===== src/rtl/clock_pkg.sv =====
// Shared definitions for the clock front-end: button indices, button count,
// debounce state encoding and a counter-width helper.
package clock_pkg;

    localparam int BTN_U   = 0;
    localparam int BTN_D   = 1;
    localparam int BTN_R   = 2;
    localparam int BTN_L   = 3;
    localparam int BTN_C   = 4;
    localparam int NUM_BTN = 5;

    typedef enum logic [1:0] {
        IDLE    = 2'd0,
        PRESS   = 2'd1,
        HELD    = 2'd2,
        RELEASE = 2'd3
    } deb_state_t;

    // Width of a counter that must hold max_val without wrapping.
    function automatic int cnt_width(input int max_val);
        return $clog2(max_val) + 1;
    endfunction

endpackage


===== src/rtl/debounce_cell.sv =====
// One button: two-flop synchroniser, tick-qualified debounce FSM and a
// registered one-cycle press pulse. With BTN_AUTOREPEAT_EN defined the cell
// also carries a repeat timer that fires while the button stays in HELD.
module debounce_cell
    import clock_pkg::*;
#(
`ifdef BTN_AUTOREPEAT_EN
    parameter int REPEAT_DELAY = 200,
    parameter int REPEAT_RATE  = 40,
    parameter bit REPEAT_EN    = 1'b0,
`endif
    parameter int DEBOUNCE_SAMPLES = 4
) (
    input  logic       clk,
    input  logic       rst,
    input  logic       tick,
    input  logic       raw,
    output logic       level,
    output logic       pulse,
    output deb_state_t state
);

    localparam int            CW       = cnt_width(DEBOUNCE_SAMPLES);
    localparam logic [CW-1:0] CNT_ONE  = CW'(1);
    localparam logic [CW-1:0] CNT_DONE = CW'(DEBOUNCE_SAMPLES);

    logic          sync1, sync2;
    deb_state_t    state_q, state_d;
    logic [CW-1:0] cnt_q, cnt_d;
    logic          pulse_d;

`ifdef BTN_AUTOREPEAT_EN
    // After the first repeat the timer is pulled back so the next pulse lands
    // REPEAT_RATE ticks later; a rate longer than the delay collapses to the delay.
    localparam int            RPT_RELOAD = (REPEAT_DELAY > REPEAT_RATE) ? (REPEAT_DELAY - REPEAT_RATE) : 0;
    localparam int            RW         = cnt_width(REPEAT_DELAY);
    localparam logic [RW-1:0] RPT_ONE    = RW'(1);
    localparam logic [RW-1:0] RPT_FIRST  = RW'(REPEAT_DELAY);
    localparam logic [RW-1:0] RPT_BACK   = RW'(RPT_RELOAD);

    logic [RW-1:0] rpt_q, rpt_d;
`endif

    // Bring the asynchronous pin into the clk domain.
    always_ff @(posedge clk or negedge rst) begin
        if (!rst) begin
            sync1 <= 1'b0;
            sync2 <= 1'b0;
        end else begin
            sync1 <= raw;
            sync2 <= sync1;
        end
    end

    // State, sample counter, repeat timer and registered pulse.
    always_ff @(posedge clk or negedge rst) begin
        if (!rst) begin
            state_q <= IDLE;
            cnt_q   <= '0;
            pulse   <= 1'b0;
`ifdef BTN_AUTOREPEAT_EN
            rpt_q   <= '0;
`endif
        end else begin
            state_q <= state_d;
            cnt_q   <= cnt_d;
            pulse   <= pulse_d;
`ifdef BTN_AUTOREPEAT_EN
            rpt_q   <= rpt_d;
`endif
        end
    end

    // Next-state logic; only a tick cycle may move the FSM or raise a pulse.
    always_comb begin
        state_d = state_q;
        cnt_d   = cnt_q;
        pulse_d = 1'b0;
`ifdef BTN_AUTOREPEAT_EN
        rpt_d   = rpt_q;
`endif
        if (tick) begin
            unique case (state_q)
                IDLE: begin
                    if (sync2) begin
                        state_d = PRESS;
                        cnt_d   = CNT_ONE;
                    end
                end
                PRESS: begin
                    if (!sync2) begin
                        state_d = IDLE;
                        cnt_d   = '0;
                    end else if (cnt_q + CNT_ONE == CNT_DONE) begin
                        state_d = HELD;
                        cnt_d   = '0;
                        pulse_d = 1'b1;
`ifdef BTN_AUTOREPEAT_EN
                        rpt_d   = '0;
`endif
                    end else begin
                        cnt_d = cnt_q + CNT_ONE;
                    end
                end
                HELD: begin
                    if (!sync2) begin
                        state_d = RELEASE;
                        cnt_d   = CNT_ONE;
`ifdef BTN_AUTOREPEAT_EN
                        rpt_d   = '0;
`endif
                    end
`ifdef BTN_AUTOREPEAT_EN
                    else if (REPEAT_EN) begin
                        if (rpt_q + RPT_ONE == RPT_FIRST) begin
                            pulse_d = 1'b1;
                            rpt_d   = RPT_BACK;
                        end else begin
                            rpt_d = rpt_q + RPT_ONE;
                        end
                    end
`endif
                end
                RELEASE: begin
                    if (sync2) begin
                        // Bounce during release: stay pressed, no new pulse.
                        state_d = HELD;
                        cnt_d   = '0;
`ifdef BTN_AUTOREPEAT_EN
                        rpt_d   = '0;
`endif
                    end else if (cnt_q + CNT_ONE == CNT_DONE) begin
                        state_d = IDLE;
                        cnt_d   = '0;
                    end else begin
                        cnt_d = cnt_q + CNT_ONE;
                    end
                end
                default: begin
                    state_d = IDLE;
                    cnt_d   = '0;
                end
            endcase
        end
    end

    assign level = (state_q == HELD) || (state_q == RELEASE);
    assign state = state_q;

endmodule


===== src/rtl/button_conditioner.sv =====
// Five-button conditioner: a shared sample-tick divider feeding one
// debounce_cell per button. Optional auto-repeat is enabled by defining
// BTN_AUTOREPEAT_EN; without it each debounced press gives exactly one pulse.
// Output contract: btn_pulse bits are one-cycle strobes with no backpressure;
// a consumer must act on the cycle a bit is high. btn_level is a plain level.
module button_conditioner #(
    parameter int                   NUM_BTN          = clock_pkg::NUM_BTN,
    parameter int                   SAMPLE_DIV       = 250000,
    parameter int                   DEBOUNCE_SAMPLES = 4,
    parameter int                   REPEAT_DELAY     = 200,
    parameter int                   REPEAT_RATE      = 40,
    parameter logic [NUM_BTN-1:0]   REPEAT_MASK      = NUM_BTN'(5'b00011)
) (
    input  logic               clk,
    input  logic               rst,
    input  logic [NUM_BTN-1:0] btn_raw,
    output logic [NUM_BTN-1:0] btn_level,
    output logic [NUM_BTN-1:0] btn_pulse,
    output logic               tick
);
    import clock_pkg::*;

    localparam int            TW        = cnt_width(SAMPLE_DIV - 1);
    localparam logic [TW-1:0] TICK_LAST = TW'(SAMPLE_DIV - 1);
    localparam logic [TW-1:0] TICK_ONE  = TW'(1);

    logic [TW-1:0] tick_cnt;

    // Per-cell FSM state, kept visible for probing.
    deb_state_t dbg_state_unused [NUM_BTN];

    // Free-running sample divider; tick is high while the count sits at its top.
    always_ff @(posedge clk or negedge rst) begin
        if (!rst) begin
            tick_cnt <= '0;
        end else if (tick_cnt == TICK_LAST) begin
            tick_cnt <= '0;
        end else begin
            tick_cnt <= tick_cnt + TICK_ONE;
        end
    end

    assign tick = (tick_cnt == TICK_LAST);

`ifndef BTN_AUTOREPEAT_EN
    logic unused_repeat_cfg;
    assign unused_repeat_cfg = (REPEAT_DELAY != 0) ^ (REPEAT_RATE != 0) ^ (|REPEAT_MASK);
`endif

    for (genvar i = 0; i < NUM_BTN; i++) begin : g_cell
        debounce_cell #(
`ifdef BTN_AUTOREPEAT_EN
            .REPEAT_DELAY     (REPEAT_DELAY),
            .REPEAT_RATE      (REPEAT_RATE),
            .REPEAT_EN        (REPEAT_MASK[i]),
`endif
            .DEBOUNCE_SAMPLES (DEBOUNCE_SAMPLES)
        ) u_cell (
            .clk   (clk),
            .rst   (rst),
            .tick  (tick),
            .raw   (btn_raw[i]),
            .level (btn_level[i]),
            .pulse (btn_pulse[i]),
            .state (dbg_state_unused[i])
        );
    end

endmodule


===== config.mk =====
export PLATFORM = sky130hd
export DESIGN_NAME = button_conditioner
export DESIGN_NICKNAME = d
export VERILOG_FILES = /design/src/rtl/clock_pkg.sv /design/src/rtl/debounce_cell.sv /design/src/rtl/button_conditioner.sv
export SDC_FILE = /design/constraint.sdc
export NUM_CORES = 1
export LEC_CHECK = 0
export BUFFER_PORTS_ARGS = -buffer_cell sky130_fd_sc_hd__clkbuf_2
export CORE_ASPECT_RATIO = 0.7
export CORE_UTILIZATION = 55
export DETAILED_ROUTE_END_ITERATION = 16
export GPL_TIMING_DRIVEN = 0
export PLACE_DENSITY = 0.73
export SLEW_MARGIN = 20
export SYNTH_ARGS = -nofsm -noshare
export SYNTH_HDL_FRONTEND = slang
export SYNTH_SLANG_ARGS = --single-unit
export TNS_END_PERCENT = 30

===== constraint.sdc =====
create_clock -name clk -period 1.99 [get_ports clk]
set_input_delay 0.2985 -clock clk [delete_from_list [all_inputs] [get_ports clk]]
set_output_delay 0.2985 -clock clk [all_outputs]
set_load 0.05 [all_outputs]

==> flow_results.org, run 1 <==
** Clock network
- Clock-pin slew was measured on the worst setup and hold paths at 70 ps.
- Counting along the longest clock path gives a buffer depth of 2.
- In this run, CTS created clock tree buffers numbering 9.
- Clock tree synthesis found a total of 59 sinks.
- The H-tree generated during clock tree synthesis spans 3 levels.
- CTS tree :: built
- In this run the clock root is driven by a clkbuf_8.
- Worst skew pair latency :: 340 ps

** Floorplan
- Area of the core :: 4913 µm²
- Total Die Area :: 5575 µm²
- Floorplan die height :: 62.77 µm
- Number of placement rows :: 21
- The initial utilization of the core area, before any placement, comes to 0.5905.
- During I/O placement, the number of pins put on the boundary was 18.
- Die width :: 88.81 µm

** Timing
- For the final database, setup skew stands at approximately 7.4 ps.
- In the finished design, the share of the clock period the worst path needs comes to 1.026.
- Smallest hold slack :: 63.37 ps
- Clock period minus worst slack :: 2041 ps
- Pins Over Slew Limit :: 0
- Count of endpoints failing hold in the final timing report :: 0
- Setup violations remaining at the end of the flow were counted as 1.
- Peak clock frequency supported by timing :: 489.9 MHz
- Setup repair after global routing missed its margin :: true
- In this run the tightest slew margin relative to its limit is 0.6447.
- Worst Max-Slew Pin Slew :: 528.6 ps
- After layout, the worst setup slack is -51.43 ps.

** Route
- The detailed router placed approximately 2000 vias in this run.
- Antenna-violating nets left :: 0
- After detailed routing, the total wire length is around 5500 µm.
- Number of DRC violations after detailed routing :: 0
- Dividing the detail-routed via count by the number of cells gives 5.316.
- Drt first pass iters :: 4
- After the first detailed-routing iteration, the DRC count stood at ~180.
- After detailed routing, the average wire length per cell comes to 14.54 µm.

** Place
- HPWL after detailed placement :: 3429 µm
- Placer's final routability congestion estimate :: around 0.76
- Input and output buffers added on the ports amount to 17.
- Number of instances in the placed design :: approximately 350
- Before CTS, the worst setup slack after placement is -266.4 ps.

** Power
- Power per Cell Area :: 703.6 nW/µm²
- For this design the static power due to leakage is roughly 1.7 nW.
- Total power for the finished layout comes to between 2 and 2.5 mW.
- The worst-case IR drop observed on VDD is between 0.0004 and 0.0005 V.

** Finish
- Area overhead of the layout relative to synthesis :: 20.31%
- At the end of the flow, the number of nets in the layout was about 320.
- Fraction of final layout cells sized beyond drive strength 1 :: 0.2760
- Excluding fillers, the count of instances in the completed layout stands at 377.
- Diode count :: 0

** Global route
- Global-route wire length before repair :: 9225 µm
- After global routing the overflow that remains totals 0.
- Global routing usage summed across all routing layers :: 0.2277
- The number of antenna violations at the first check in global routing came to 0.
- Maximum number of pins on one net before global-route repair :: 31
- The via count of the first global-routing pass was approximately 1900.

** Worst setup path
- Classification of the worst setup path :: reg -> out
- Walking the worst path, the cells encountered are ha_2 > and3_4 > and4_1 > buf_6 > nand2_8 > inv_12 > clkbuf_16.
- Counting cells, the worst reg-to-reg path comes to 7.
- CP max stage cell :: dfrtp_1
- Setup slack on the worst reg-to-reg path comes out at 30 ps.
- Data on the critical path is required at its endpoint by 1690 ps.
- The critical path contains buffers and inverters numbering 3 combined.
- Worst flop-to-flop path startpoint :: tick_cnt[8]$_DFF_PN0_
- The largest single stage delay on the critical path is 370 ps.
- CP Max Fanout :: 4
- In this design, the largest share of critical-path delay is due to simple AND/OR/NAND/NOR gates.
- Data on the critical path arrives at its endpoint at between 1500 and 2000 ps.
- Kind of start point of the critical path :: register
- Crit. End Element :: output port

** Yosys
- Counting instances in the post-synthesis netlist gives the leading cell types as 59 x dfrtp_1, 18 x nand3_1, 17 x nor2_1, 15 x xnor2_1.
- The largest total area in the synthesized netlist belongs to dfrtp_1.
- Yosys instantiated no cell more often than dfrtp_1.
- Average cell area after synthesis :: ~11 µm²
- The Yosys step of the flow raised 0 warnings.
- Ys async rst share :: 1.000
- Proportion of synthesized chip area in sequential cells :: 0.5088
- In this run, synthesis inferred 0 flip-flops with an integrated enable.
- In this run, synthesis produced a sequential element count of ~60.
- Post-synth top flop :: dfrtp_1
- Cells taking the most area after synthesis :: dfrtp_1 51%, ha_1 5.2%, xnor2_1 4.5%
- The share of synthesized area in the top cell type comes to 0.5088.
- When the netlist entered floorplanning its net count stood at 278.
- The cell count after synthesis came out at roughly 260.
- Synthesis instantiated 42 different standard cells from the library.
- The cell area that synthesis handed to floorplanning was 2902 µm².

** Min path
- Min-Delay Endpoint :: g_cell[1].u_cell.sync1$_DFF_PN0_
- In this run the most critical hold path is launched from btn_raw[1].
- The tightest min-delay check is of the in -> reg type.
- Number of cells on the worst hold path :: 1

** Outcome
- Result of the run :: finished with violations
- Violated checks :: setup timing

** Run
- Max Cap Viol :: 0
cell usage in the layout (no fill, tap or decap), types with 3 or more instances in the layout:
cell type | synthesis | layout
dfrtp_1 | 59 | 57
buf_4 | 10 | 27
nand3_1 | 18 | 18
nor2_1 | 17 | 17
clkbuf_2 | 1 | 16
xnor2_1 | 15 | 15
inv_1 | 12 | 12
clkbuf_8 | 1 | 11
ha_1 | 12 | 11
o21ai_0 | 11 | 10
xor2_1 | 9 | 9
nand4_1 | 6 | 6
nand2_1 | 6 | 6
nor3b_1 | 6 | 6
a22o_1 | 5 | 5
a21oi_1 | 5 | 5
clkbuf_1 | 6 | 5
a31oi_1 | 5 | 5
and3_1 | 5 | 4
o22ai_1 | 4 | 4
nand2b_1 | 4 | 4
a32o_1 | 4 | 4
o31ai_1 | 4 | 4
and4_1 | 3 | 3
nor3_1 | 3 | 3
nor4_1 | 3 | 3
mux2_4 | 3 | 3
through the flow:
step	utilization	setup TNS [ps]	cell area [µm²]
floorplan	-	0	2902
global placement	0.6254	-274.1	3073
detailed placement	0.6300	-275.2	3095
CTS	0.6985	-67.22	3432
global route	0.7105	-207.1	3491
finish	0.7105	-51.43	3491
worst max path at each step:
stage | startpoint | endpoint | slack (ps) | cells after the start
2_1_floorplan | tick_cnt[0]$_DFF_PN0_ | tick | 210 | 7
3_3_place_gp | tick_cnt[0]$_DFF_PN0_ | tick | -250 | 8
3_5_place_dp | tick_cnt[0]$_DFF_PN0_ | tick | -270 | 8
4_1_cts | tick_cnt[6]$_DFF_PN0_ | tick | -70 | 6
5_1_grt | tick_cnt[1]$_DFF_PN0_ | tick | -120 | 7
6_report | tick_cnt[1]$_DFF_PN0_ | tick | -50 | 7
what timing repair did:
| action | CTS | global route |
|---|---|---|
| endpoints found under the hold margin | 29 | 0 |
| buffers inserted | 10 | 6 |
| hold buffers | 1 | 0 |
| setup endpoints to repair | 3 | 15 |
| gates resized for setup | 11 | 7 |
| pin swaps | 3 | 3 |
routing by layer:
metal	global-route usage	routed length (µm)	vias up
met5	0	0	-
met4	0.08669	70	0
met3	0.08190	311	10
met2	0.3038	2398	41
met1	0.3363	2701	952
li1	-	-	1001
where the power goes:
group / switching, mW / total (mW) / internal, mW
clock network: 0.465 / 1.19 / 0.727
registers: 0.00571 / 1.22 / 1.21
logic: 0.0334 / 0.0487 / 0.0153
cell type report:
type / count / area (µm²)
sequential: 59 / 1479
fill: 361 / 1423
multi-input combinational: 165 / 1235
timing repair buffer: 35 / 257.7
buffer: 21 / 156.4
clock buffer: 10 / 137.6
tap: 69 / 86.33
clock inverter: 5 / 77.57
inverter: 13 / 61.31
registers in the layout (all words and copies together) (netlist names), named ones only:
register             flops
g_cell.u_cell.sync2      5
g_cell.u_cell.state      5
tick_cnt                19
g_cell.u_cell.pulse      5
g_cell.u_cell.sync1      5
g_cell.u_cell.cnt_q     15
cells by family (layout without fill, tap and decap cells):
logic type | Yosys count | in the layout | synth area share
AND/OR/NAND/NOR | 83 | 83 | 0.1746
flip-flops | 59 | 59 | 0.5088
AO/OA/AOI/OAI | 41 | 41 | 0.09487
buffers and inverters | 35 | 84 | 0.07416
XOR/XNOR | 24 | 24 | 0.07245
adder cells (fa/ha/maj) | 12 | 12 | 0.05175
multiplexers | 5 | 5 | 0.02328
Power figures use the tool's default switching activity.
==> run 2, diff against run 1 <==
- clock period: 1.99 -> 2.1 ns (I/O delays scaled with it)
==> flow_results.org, run 2 (same netlist as run 1, synthesis figures left out) <==
** Outcome
- Result of the run :: completed (was finished with violations)

** Clock network
- CTS tree :: built (unchanged)
- The clock tree buffer depth was 2 (unchanged).
- Worst skew pair latency :: 340 ps (about the same)
- The total number of H-tree levels was 3 (unchanged).
- Clk sinks :: 59 (unchanged)
- The number of buffers created by CTS came to 9 (unchanged).
- Clock slew seen by the registers of the worst setup and hold paths :: 70 ps (about the same)
- Buffer cell driving the clock tree root :: clkbuf_8 (unchanged)

** Timing
- The routed design could run at a clock period as short as 2053 ps.
- The number of hold violations in the final report was 0 (unchanged).
- Worst Max-Slew Pin Slew :: 534.6 ps (was 528.6 ps)
- The number of slew-limit violations in the final report is 0 (unchanged).
- Part of the cycle the worst path needs :: 0.9778
- Setup repair after global routing missed its margin :: true (unchanged)
- Least setup slack across all paths after layout :: 46.67 ps (was -51.43 ps)
- The setup TNS after final layout was 0 ps (was -51.43 ps).
- Relative max-transition margin :: 0.6406 (was 0.6447)
- The final number of setup-violating endpoints came to 0 (was 1).
- Peak clock frequency supported by timing :: 487.0 MHz
- The worst clock skew on the final layout came to 7.559 ps (was 7.446 ps).

** Route
- The number of DRC markers in iteration 0 was 160 (was 182).
- Routed vias :: 2028 (was 2004)
- Number of DRC violations after detailed routing :: 0 (unchanged)
- Sum of routed wire length over all layers :: 5493 µm (was 5481 µm)
- The post-detailed-route count of antenna-violating nets is 0 (unchanged).
- Average via count per standard cell :: 5.365 (was 5.316)
- Average wire per cell in the routed design :: 14.53 µm (was 14.54 µm)
- The first-pass detailed-route iteration total was 4 (unchanged).

** Floorplan
- Starting Density :: 0.5905 (unchanged)
- Total Die Area :: 5575 µm² (unchanged)
- Top-level port count :: 18 (unchanged)
- Floorplan die height :: 62.77 µm (unchanged)
- Die width :: 88.81 µm (unchanged)
- Number of placement rows :: 21 (unchanged)
- The core footprint is 4913 µm² (unchanged).

** Place
- The final weighted congestion of routability-driven global placement was 0.7576 (unchanged).
- Number of instances in the placed design :: 346 (unchanged)
- The half-perimeter wire length after placement was 3429 µm (unchanged).
- Pre-CTS WS :: -172.9 ps (was -266.4 ps)
- The count of input and output buffers came to 17 (unchanged).
- Placed inst area :: 3095 µm² (unchanged)

** Finish
- Registers with the most flip-flops :: tick_cnt (19), g_cell.u_cell.cnt_q (15) (unchanged)
- The share of final-layout standard cells stronger than drive strength 1 is 0.2783 (was 0.2760).
- The area of all placed cells without fillers came to 3496 µm² (was 3491 µm²).
- The register with the most flip-flops is tick_cnt (unchanged).
- The final cell count without fillers was 378 (was 377).
- The number of diodes added for antenna fixing is 0 (unchanged).
- Flip-flop count of the largest register after layout :: 19 (unchanged)
- Most used cells in the layout excluding fill and tap cells :: 57 x dfrtp_1, 27 x buf_4, 18 x nand3_1 (unchanged)
- Commonest non-fill, non-tap cell in the layout :: dfrtp_1 (unchanged)
- The number of nets in the layout was 324 (was 323).
- The signed area change from the synthesized netlist to the final layout is 20.48% (was 20.31%).

** Global route
- Antenna violations before repair :: 0 (unchanged)
- Global-route wire length before repair :: 9225 µm (unchanged)
- Leftover overflow at the end of global routing :: 0 (unchanged)
- The total routing usage reported by global routing came to 0.2277 (unchanged).
- Via count of the first global-routing pass :: 1923 (unchanged)
- The pin count of the biggest net entering global routing was 31 (unchanged).

** Worst setup path
- The critical path required time is 1780 ps (was 1690 ps).
- Arrival time reported for the critical path endpoint :: 1740 ps (about the same)
- Kind of start point of the critical path :: register (unchanged)
- The type of the setup path with the least slack is reg -> out (unchanged).
- The kind of end point of the critical path is an output port (unchanged).
- CP Max Fanout :: 4 (unchanged)

** Run
- Max Cap Viol :: 0 (unchanged)

** Min path
- Worst hold-check path type :: in -> reg (unchanged)

** Power
- The static leakage came to 1.660 nW (was 1.655 nW).
- Max VDD drop :: 0.0004550 V (was 0.0004789 V)
- Power per Cell Area :: 665.8 nW/µm² (was 703.6 nW/µm²)
- Power consumption :: 2.328 mW (was 2.456 mW)
-- run 2: cell types whose count changed in the layout (fill, tap and decap cells not counted) --
cell | before | now
o21ai_0 | 10 | 11
clkbuf_2 | 16 | 17
o21ai_1 | 1 | 0
-- run 2: worst max-delay path: stages, from the launching register on --
cell and delay, ps:
dfrtp_1 360, ha_2 180, and3_4 220, and4_1 210
buf_6 130, nand2_8 70, inv_12 70, clkbuf_16 150
-- run 2: worst paths after layout --
path                                                  start                                    end  slack [ps]  cells past startpoint
setup / recovery                      tick_cnt[1]$_DFF_PN0_                                   tick          50                      7
hold / removal                                   btn_raw[1]       g_cell[1].u_cell.sync1$_DFF_PN0_          80                      1
setup reg to reg                      tick_cnt[0]$_DFF_PN0_  g_cell[4].u_cell.cnt_q[1]$_DFFE_PN0P_          50                     10
hold reg to reg            g_cell[1].u_cell.sync1$_DFF_PN0_       g_cell[1].u_cell.sync2$_DFF_PN0_         350                      0
max in group asynchronous                               rst                 tick_cnt[13]$_DFF_PN0_        1100                      3
min in group asynchronous                               rst       g_cell[1].u_cell.pulse$_DFF_PN0_         470                      2
-- run 2: cell type report --
class / count / area [µm²]
fill: 362 / 1418
timing repair buffer: 36 / 265.3
inverter: 13 / 61.31
clock inverter: 5 / 77.57
clock buffer: 10 / 137.6
multi-input combinational: 165 / 1235
tap: 69 / 86.33
buffer: 21 / 153.9
sequential: 59 / 1479
-- run 2: stage by stage --
step | hold WS [ps] | utilization
after floorplan | 19.41 | -
after global placement | 331.7 | 0.6254
after detailed placement | 309.0 | 0.6300
after CTS | 67.00 | 0.6982
after global routing | 55.12 | 0.7115
final | 79.03 | 0.7115
-- run 2: repair_timing --
| action | in CTS | in global routing |
|---|---|---|
| pin swaps | 3 | 3 |
| gates resized for setup | 10 | 5 |
| hold buffers | 1 | 0 |
| hold endpoints to repair | 29 | 0 |
| setup endpoints to repair | 1 | 12 |
| setup buffers | 10 | 7 |
-- run 2: metal layers --
layer  track usage  vias up  part of all wire
met1        0.3363      976              0.50
met3       0.08190       11             0.052
met5             0        -                 0
met4       0.08669        0             0.014
li1              -     1005                 -
met2        0.3038       36              0.44
-- run 2: where the power goes --
group	internal, mW	total [mW]	switching (mW)
combinational	0.0145	0.0462	0.0317
sequential	1.15	1.15	0.00547
clock	0.689	1.13	0.441
total	1.85	2.33	0.478
